`config.mk`:
```
export PLATFORM = sky130hd
export DESIGN_NAME = pconv_feeder
export DESIGN_NICKNAME = d
export VERILOG_FILES = /design/src/rtl/pconv_feeder.sv
export SDC_FILE = /design/constraint.sdc
export NUM_CORES = 1
export LEC_CHECK = 0
export BUFFER_PORTS_ARGS = -buffer_cell sky130_fd_sc_hd__buf_2
export CAP_MARGIN = 40
export CORE_MARGIN = 1
export CORE_UTILIZATION = 35
export CTS_BUF_LIST = sky130_fd_sc_hd__clkbuf_4
export DETAILED_ROUTE_END_ITERATION = 6
export GPL_TIMING_DRIVEN = 0
export HOLD_SLACK_MARGIN = 0.03
export PLACE_DENSITY = 0.72
export SETUP_SLACK_MARGIN = 0.2
export SLEW_MARGIN = 20
export SYNTH_ARGS = -nofsm -noshare
export SYNTH_HDL_FRONTEND = slang
export SYNTH_SLANG_ARGS = --single-unit
```
`constraint.sdc`:
```
create_clock -name clk -period 2 [get_ports clk]
set_input_delay 0 -clock clk [delete_from_list [all_inputs] [get_ports clk]]
set_output_delay 0 -clock clk [all_outputs]
set_load 0.05 [all_outputs]
```
`src/rtl/pconv_feeder.sv`:
```
// pconv_feeder: sequences one pointwise-conv pass. Per output channel it fetches
// a weight row with its bias and shift, then streams every pixel word as a
// tagged beat. The read-to-beat latency is two cycles. The weight registers
// change only after the last beat of the previous channel has left.
module pconv_feeder #(
    parameter int N              = 16,
    parameter int INPUT_CHANNEL  = 3,
    parameter int OUTPUT_CHANNEL = 8,
    parameter int PIXELS         = 784,
    parameter int PIX_W          = 10,
    parameter int OC_W           = 4
) (
    input  logic                      clk,
    input  logic                      rst_n,
    input  logic                      start,
    input  logic                      abort,
    input  logic                      hold,
    output logic                      busy,
    output logic                      done,
    output logic                      fmap_rd_en,
    output logic [PIX_W-1:0]          fmap_rd_addr,
    input  logic [INPUT_CHANNEL*N-1:0] fmap_rd_data,
    output logic                      wt_rd_en,
    output logic [OC_W-1:0]           wt_rd_addr,
    input  logic [INPUT_CHANNEL*N-1:0] wt_rd_data,
    input  logic [31:0]               bias_rd_data,
    input  logic [4:0]                shift_rd_data,
    output logic                      input_vld,
    output logic [INPUT_CHANNEL*N-1:0] input_din,
    output logic [INPUT_CHANNEL*N-1:0] weight_din,
    output logic [31:0]               bias_din,
    output logic [4:0]                shift_din,
    output logic [OC_W-1:0]           beat_oc,
    output logic [PIX_W-1:0]          beat_pix,
    output logic                      beat_last
);

    localparam int DW = INPUT_CHANNEL * N;
    localparam logic [PIX_W-1:0] PIX_LAST = PIX_W'(PIXELS - 1);
    localparam logic [OC_W-1:0]  OC_LAST  = OC_W'(OUTPUT_CHANNEL - 1);

    typedef enum logic [2:0] {
        S_IDLE, S_LOAD_W, S_WAIT_W, S_STREAM, S_DRAIN, S_DONE
    } state_t;

    state_t            state_q, state_d;
    logic [OC_W-1:0]   oc_q, oc_d;
    logic [PIX_W-1:0]  pix_q, pix_d;
    logic              drain_q, drain_d;

    // stage 1: read issued, data arrives from the buffer this cycle
    logic              s1_vld_q, s1_vld_d;
    logic [OC_W-1:0]   s1_oc_q, s1_oc_d;
    logic [PIX_W-1:0]  s1_pix_q, s1_pix_d;
    logic              s1_last_q, s1_last_d;

    // stage 2: registered beat presented to the conv unit
    logic              vld_q, vld_d;
    logic [DW-1:0]     din_q, din_d;
    logic [OC_W-1:0]   boc_q, boc_d;
    logic [PIX_W-1:0]  bpix_q, bpix_d;
    logic              blast_q, blast_d;

    logic [DW-1:0]     weight_q, weight_d;
    logic [31:0]       bias_q, bias_d;
    logic [4:0]        shift_q, shift_d;

    // state register
    always_ff @(posedge clk or negedge rst_n) begin
        if (!rst_n) state_q <= S_IDLE;
        else        state_q <= state_d;
    end

    // next-state logic; abort overrides everything including start
    always_comb begin
        state_d = state_q;
        if (abort) begin
            state_d = S_IDLE;
        end else begin
            case (state_q)
                S_IDLE:   if (start) state_d = S_LOAD_W;
                S_LOAD_W: state_d = S_WAIT_W;
                S_WAIT_W: state_d = S_STREAM;
                S_STREAM: if (!hold && pix_q == PIX_LAST)
                              state_d = (oc_q == OC_LAST) ? S_DRAIN : S_LOAD_W;
                S_DRAIN:  if (drain_q) state_d = S_DONE;
                S_DONE:   state_d = S_IDLE;
                default:  state_d = S_IDLE;
            endcase
        end
    end

    // state-decoded outputs and read strobes
    always_comb begin
        busy       = 1'b0;
        done       = 1'b0;
        fmap_rd_en = 1'b0;
        wt_rd_en   = 1'b0;
        case (state_q)
            S_LOAD_W: begin
                busy     = 1'b1;
                wt_rd_en = 1'b1;
            end
            S_WAIT_W, S_DRAIN: busy = 1'b1;
            S_STREAM: begin
                busy       = 1'b1;
                fmap_rd_en = ~hold;
            end
            S_DONE:  done = 1'b1;
            default: ;
        endcase
    end

    // channel/pixel counters and the two-cycle drain timer
    always_comb begin
        oc_d    = oc_q;
        pix_d   = pix_q;
        drain_d = 1'b0;
        if (abort || state_q == S_IDLE) begin
            oc_d  = '0;
            pix_d = '0;
        end else begin
            if (fmap_rd_en) begin
                if (pix_q == PIX_LAST) begin
                    pix_d = '0;
                    oc_d  = (oc_q == OC_LAST) ? '0 : oc_q + OC_W'(1);
                end else begin
                    pix_d = pix_q + PIX_W'(1);
                end
            end
            if (state_q == S_DRAIN) drain_d = ~drain_q;
        end
    end

    // beat pipeline; abort flushes both stages so no in-flight beat escapes
    always_comb begin
        s1_vld_d  = fmap_rd_en & ~abort;
        s1_oc_d   = oc_q;
        s1_pix_d  = pix_q;
        s1_last_d = (oc_q == OC_LAST) && (pix_q == PIX_LAST);
        vld_d     = s1_vld_q & ~abort;
        blast_d   = s1_vld_q & s1_last_q & ~abort;
        din_d     = s1_vld_q ? fmap_rd_data : din_q;
        boc_d     = s1_vld_q ? s1_oc_q : boc_q;
        bpix_d    = s1_vld_q ? s1_pix_q : bpix_q;
    end

    // weight/bias/shift capture at the end of WAIT_W; held through abort
    always_comb begin
        weight_d = weight_q;
        bias_d   = bias_q;
        shift_d  = shift_q;
        if (state_q == S_WAIT_W && !abort) begin
            weight_d = wt_rd_data;
            bias_d   = bias_rd_data;
            shift_d  = shift_rd_data;
        end
    end

    // datapath registers
    always_ff @(posedge clk or negedge rst_n) begin
        if (!rst_n) begin
            oc_q      <= '0;
            pix_q     <= '0;
            drain_q   <= 1'b0;
            s1_vld_q  <= 1'b0;
            s1_oc_q   <= '0;
            s1_pix_q  <= '0;
            s1_last_q <= 1'b0;
            vld_q     <= 1'b0;
            din_q     <= '0;
            boc_q     <= '0;
            bpix_q    <= '0;
            blast_q   <= 1'b0;
            weight_q  <= '0;
            bias_q    <= '0;
            shift_q   <= '0;
        end else begin
            oc_q      <= oc_d;
            pix_q     <= pix_d;
            drain_q   <= drain_d;
            s1_vld_q  <= s1_vld_d;
            s1_oc_q   <= s1_oc_d;
            s1_pix_q  <= s1_pix_d;
            s1_last_q <= s1_last_d;
            vld_q     <= vld_d;
            din_q     <= din_d;
            boc_q     <= boc_d;
            bpix_q    <= bpix_d;
            blast_q   <= blast_d;
            weight_q  <= weight_d;
            bias_q    <= bias_d;
            shift_q   <= shift_d;
        end
    end

    assign fmap_rd_addr = pix_q;
    assign wt_rd_addr   = oc_q;
    assign input_vld    = vld_q;
    assign input_din    = din_q;
    assign beat_oc      = boc_q;
    assign beat_pix     = bpix_q;
    assign beat_last    = blast_q;
    assign weight_din   = weight_q;
    assign bias_din     = bias_q;
    assign shift_din    = shift_q;

endmodule
```
==> impl_metrics.yaml, run 1 <==
grt:
  grt_pass1_vias: 5550
  antenna_found_initial: 0
  grt_max_degree: 86
  grt_pass1_wl_mm: 28.4
  track_usage_pct: 18.0
  overflow: 0
clock_tree:
  cts_tree: "built"
  cts.path.max_buffers: 2
  root_buffer: "clkbuf_4"
  worstSkewPairLatency_ns: 0.57
  clkSinkCount: 183
  clkTransAtPathRegs_ns: 0.17
  htreeDepth: 4
  cts_buffers: 17
critical_path:
  reg2regPathDepth: 5
  crit_fanout: 10
  crit_type: "flop to flop"
  reg2reg_from: "state_q[0]"
  cp.arrival_ns: 2.21
  crit_start: "state_q[0]"
  end_kind: "flop"
  r2r_end: "shift_din[2]"
  startpoint_type: "flop"
  cp.required_ns: 2.45
  reg2reg_slack_ns: 0.24
die:
  die_w_um: 143
  core_um2: 19500
  fp-row-count: 51
  boundaryPins: 305
  dieArea_um2: 20400
  dieHeight_um: 143
  start_util_pct: 35.6
min_path:
  min_from: "bias_rd_data[22]"
  hold_path_class: "input pin to flop"
  hold_depth: 3
  min_to: "bias_din[22]"
place:
  gp_congestion: 0.785
  dp_hpwl_mm: 11.9
  port_buffers: 304
pwr:
  p_seq_share_pct: 39.7
  switchingPower_mw: 5.55
  pwr-share-comb_pct: 43.3
  cellPowerDensity_nw_per_um2: 1150
  pwr-share-clk_pct: 17.0
  p_leak_nw: 5.39
  switching_share_pct: 44.9
  internal_power_mw: 6.83
  ir_worst_vdd_mv: 0.644
synthesis:
  synthFlopType: "dfrtp_1"
  yosysWarnings: 0
  syn-instance-count: 440
  synth_edf_count: 0
  avgSynthCellArea_um2: 15.8
  synth_area_um2: 6940
  syn-num-nets: 580
  yosysSeqAreaShare_pct: 66.0
  async_reset_ff_share_pct: 100
  ys_types: 43
  yosys_register_bits: 183
detailed_routing:
  post_drt_wl_per_cell_um: 15.9
  finalWirelength_mm: 18.9
  vias: 5465
  vias_per_cell: 4.58
  drtIter0Drc: 161
  dr.pass1.iters: 4
  drc: 0
  postRouteAntennaNets: 0
sta:
  rsz0062_at_grt: "yes"
  worst_pin_slew_ns: 0.564
  timing.final.crit_share_pct: 87.9
  setup_viol: 0
  clock_skew_ns: 0.0324
  slew_headroom_pct: 62.4
  fin_crit_ns: 1.76
  tns_ns: 0
  hold_viol: 0
  slew_violations: 0
  fmax_ghz: 0.569
finish:
  n_antenna_cell: 0
  utilization_pct: 55.6
  area_growth_pct: 55.9
  drive_gt1_share_pct: 56.6
  fill_cells: 1552
  nets: 1055
flow_run:
  max-cap-violations: 0
status:
  status: "completed"
cell usage in the layout, fill, tap and decap left out, drive strengths merged, types with 2 or more instances in the layout:
master       count
buf            328
dfrtp          183
mux2           148
dlygate4sd3    139
clkbuf          27
nor2            10
inv             10
o21ai            7
nand2            6
a21oi            6
nand3            6
nor3             5
or3              5
and3             4
clkinv           4
xor2             3
nor2b            2
mux2i            2
and4             2
nand4            2
o2bb2ai          2
o22ai            2
ha               2
bufinv           2
o311ai           2
stage by stage:
step / setup slack (ns) / std cells / hold slack, ns / total power [mW] / cell area [µm²]
after floorplan: 0.170 / 440 / -0.296 / 8.71 / 6950
after global placement: -2.26 / 1009 / 0.232 / 9.92 / 8800
after detailed placement: -0.299 / 1011 / -0.146 / 10.0 / 8870
after CTS: 0.233 / 1185 / 0.120 / 12.4 / 10600
after global routing: 0.177 / 1192 / 0.129 / 12.9 / 10800
final: 0.242 / 1192 / 0.186 / 12.4 / 10800
registers in the layout, summed over array words and instances (netlist names), 3 cells and up:
register,flops
wt_rd_addr,4
bias_din,32
s1_pix_q,10
weight_din,48
shift_din,5
beat_oc,4
input_din,48
state_q,3
s1_oc_q,4
beat_pix,10
fmap_rd_addr,10
cells in the mapped netlist (all sizes together) (4+ instances only):
library cell	number	area [µm²]
inv	5	18.8
mux2	148	1670
nand3	6	30.0
or3	5	31.3
o21ai	7	35.0
and3	4	25.0
a21oi	6	30.0
buf	13	81.3
clkbuf	6	22.5
dfrtp	183	4580
nand2	6	22.5
nor2	10	37.5
nor3	5	25.0
cell type report:
class                           instances  area, µm²  area share [%]
Sequential cell                       183       4580            42.4
Buffer                                 19        191            1.77
Inverter                                5       18.8           0.174
Clock buffer                           19        143            1.32
Tap cell                              265        332            3.07
Multi-Input combinational cell        233       2280            21.1
Clock inverter                         12        141            1.31
Timing Repair Buffer                  456       3120            28.9
how the worst max path moves through the flow:
stage / cells past startpoint / end
after global routing: 5 / bias_din[16]
after global placement: 1 / fmap_rd_addr[0]
after detailed placement: 4 / weight_din[21]
after CTS: 4 / weight_din[19]
final: 5 / shift_din[2]
after floorplan: 4 / wt_rd_addr[0]
logic make-up after synthesis:
family / synth area share [%]
DFF: 66.0
AOI/OAI and AO/OA: 2.92
buffers and inverters: 1.77
muxes: 24.3
adders and majority gates: 0.361
and+or+nand+nor: 4.13
xor gates and xnor gates: 0.505
power groups by stage:
stage                     sequential [mW]  clock, mW  combinational (mW)
after global routing                 5.03       2.31                5.57
after global placement               4.92          0                4.99
after floorplan                      7.86          0               0.845
after CTS                            4.90       2.18                5.30
final                                4.92       2.10                5.36
after detailed placement             4.97          0                5.06
metal layers:
metal	vias up	track usage, %	part of all wire (%)
met3	24	5.26	6.0
li1	2534	-	-
met2	193	32.5	53
met1	2714	20.3	39
met4	0	6.06	1.5
met5	-	0	0
critical path, stage by stage (launching register included):
cell,delay [ns]
dfrtp_2,0.51
nor4b_4,0.31
buf_6,0.16
buf_4,0.16
buf_8,0.15
mux2_2,0.35
repair_timing:
item / 4_1_cts / 5_1_grt
gates cloned: 0 / 3
endpoints found under the hold margin: 332 / 0
endpoints found under the setup margin: 135 / 75
hold buffers: 139 / 0
pin swaps: 2 / 2
resized for setup: 19 / 29
buffers inserted: 4 / 3
Note: power is estimated with default switching activity, not from simulation.
==> run 2, diff against run 1 <==
Settings changed: CORE_UTILIZATION 35 to 30, PLACE_DENSITY 0.72 to not set, PLACE_DENSITY_LB_ADDON set to 0.15.
==> impl_metrics.yaml, run 2 (same netlist as run 1, synthesis figures left out) <==
die:
  boundaryPins: 305
  dieHeight_um: 154
  fp-row-count: 55
  start_util_pct: 30.6
  core_um2: 22600
  dieArea_um2: 23700
  die_w_um: 154
clock_tree:
  worstSkewPairLatency_ns: 0.54
  clkSinkCount: 183
  htreeDepth: 4
  clkTransAtPathRegs_ns: 0.17
  root_buffer: "clkbuf_4"
  cts_buffers: 17
  cts.path.max_buffers: 2
  cts_tree: "built"
min_path:
  hold_depth: 3
  min_from: "bias_rd_data[26]"
  hold_path_class: "input pin to flop"
  min_to: "bias_din[26]"
grt:
  grt_use_met2_pct: 27.4
  grt_pass1_wl_mm: 29.3
  grt.busiest_layer: "met2"
  use_met1_pct: 17.9
  antenna_found_initial: 0
  overflow: 0
  grt_max_degree: 95
  grt_use_met3_pct: 4.59
  grt_pass1_vias: 5679
  track_usage_pct: 15.6
finish:
  final_cell_mix: "buf_2 (302), dfrtp_1 (179), mux2_2 (148), dlygate4sd3_1 (138), clkbuf_4 (18)"
  stdcell_count: 1203
  multi_input_comb_area_um2: 2260
  layout_commonest_cell: "buf_2"
  fill_cells: 2038
  drive_gt1_share_pct: 56.3
  nets: 1045
  fin_area_um2: 10600
  area_growth_pct: 53.4
  ff_latch_area_um2: 4580
  utilization_pct: 47.0
  n_antenna_cell: 0
sta:
  setup_viol: 0
  rsz0062_at_grt: "yes"
  hold_viol: 0
  worst_pin_slew_ns: 0.693
  slew_violations: 0
  timing.hold.ws_ns: 0.206
  fin_crit_ns: 1.75
  fmax_ghz: 0.571
  slew_headroom_pct: 53.8
  timing.final.crit_share_pct: 87.6
  fin_ws_ns: 0.248
  clock_skew_ns: 0.0262
critical_path:
  crit_buf_inv: 3
  cpPeakStageDelay_ns: 0.49
  crit_fanout: 10
  end_kind: "flop"
  reg2reg_slack_ns: 0.25
  crit_type: "flop to flop"
  reg2regPathDepth: 5
  critPathTopFamily: "flip-flops"
  crit_path_frequent_cell: "buf_8"
  cp.arrival_ns: 2.16
  cp_slowest_cell: "dfrtp_2"
  path_cells: "nor4b_4, buf_4, buf_8, buf_8, mux2_2"
  startpoint_type: "flop"
  reg2reg_from: "state_q[2]"
  cp.required_ns: 2.41
  r2r_end: "weight_din[40]"
detailed_routing:
  postRouteAntennaNets: 0
  drc: 0
  vias: 5330
  post_drt_wl_per_cell_um: 15.2
  dr.pass1.iters: 4
  drtIter0Drc: 185
  finalWirelength_mm: 18.3
  vias_per_cell: 4.43
place:
  dp_hpwl_mm: 13.0
  gp_congestion: 0.776
  post-place-ws_ns: -0.277
  dpl-instance-area_um2: 8860
  port_buffers: 304
  place_inst: 1030
pwr:
  cellPowerDensity_nw_per_um2: 1150
  p_leak_nw: 5.30
  ir_worst_vdd_mv: 0.504
status:
  status: "completed"
flow_run:
  max-cap-violations: 0
[run 2: cell count changes in the layout (fill, tap and decap cells not counted), sizes merged]
cell,delta
bufinv,-1
dlygate4sd3,-1
clkinv,+1
clkbuf,-4
buf,-7
inv,+3
[run 2: worst register-to-register path, cell delays in order, from the launching register on]
cell     delay, ns
dfrtp_2       0.49
nor4b_4       0.31
buf_4         0.18
buf_8         0.16
buf_8         0.16
mux2_2        0.34
[run 2: final cells by class]
cell class              instances  share of cell area (%)
clock buffers                  17                    1.20
multi-input cells             233                    21.2
plain buffers                  19                    1.55
flip-flops and latches        183                    43.1
inverters                       5                   0.176
repair buffers                446                    27.9
well taps                     285                    3.35
clock inverters                15                    1.49
[run 2: power by group]
part	total, mW	internal (mW)	switching (mW)
sequential	4.91	4.51	0.404
clock	2.05	0.674	1.38
combinational	5.30	1.49	3.81
[run 2: per-layer routing]
| metal | up-vias | routed length (µm) |
|---|---|---|
| met1 | 2598 | 7420 |
| met2 | 200 | 9120 |
| li1 | 2508 | - |
| met4 | 0 | 448 |
| met3 | 24 | 1290 |
| met5 | - | 0 |
[run 2: worst max-delay path by stage]
stage / slack (ns) / start / cells after the start / endpoint
final: 0.25 / state_q[2] / 5 / weight_din[40]
after global routing: 0.13 / state_q[2] / 3 / wt_rd_en
after CTS: 0.21 / state_q[2] / 3 / done
after detailed placement: -0.28 / state_q[2] / 4 / weight_din[23]
after global placement: -2.24 / rst_n / 1 / fmap_rd_addr[1]
after floorplan: 0.17 / fmap_rd_addr[8] / 4 / wt_rd_addr[0]
[run 2: stage by stage]
stage	power, mW	setup TNS (ns)
floorplan	8.71	0
CTS	12.4	0
global route	12.9	0
finish	12.3	0
global placement	9.99	-363.61
detailed placement	10.1	-14.36
[run 2: what timing repair did]
item	4_1_cts	5_1_grt
pin swaps	2	0
setup endpoints to repair	150	55
hold buffers	138	0
buffers inserted	3	0
endpoints found under the hold margin	332	0
gates resized for setup	14	21
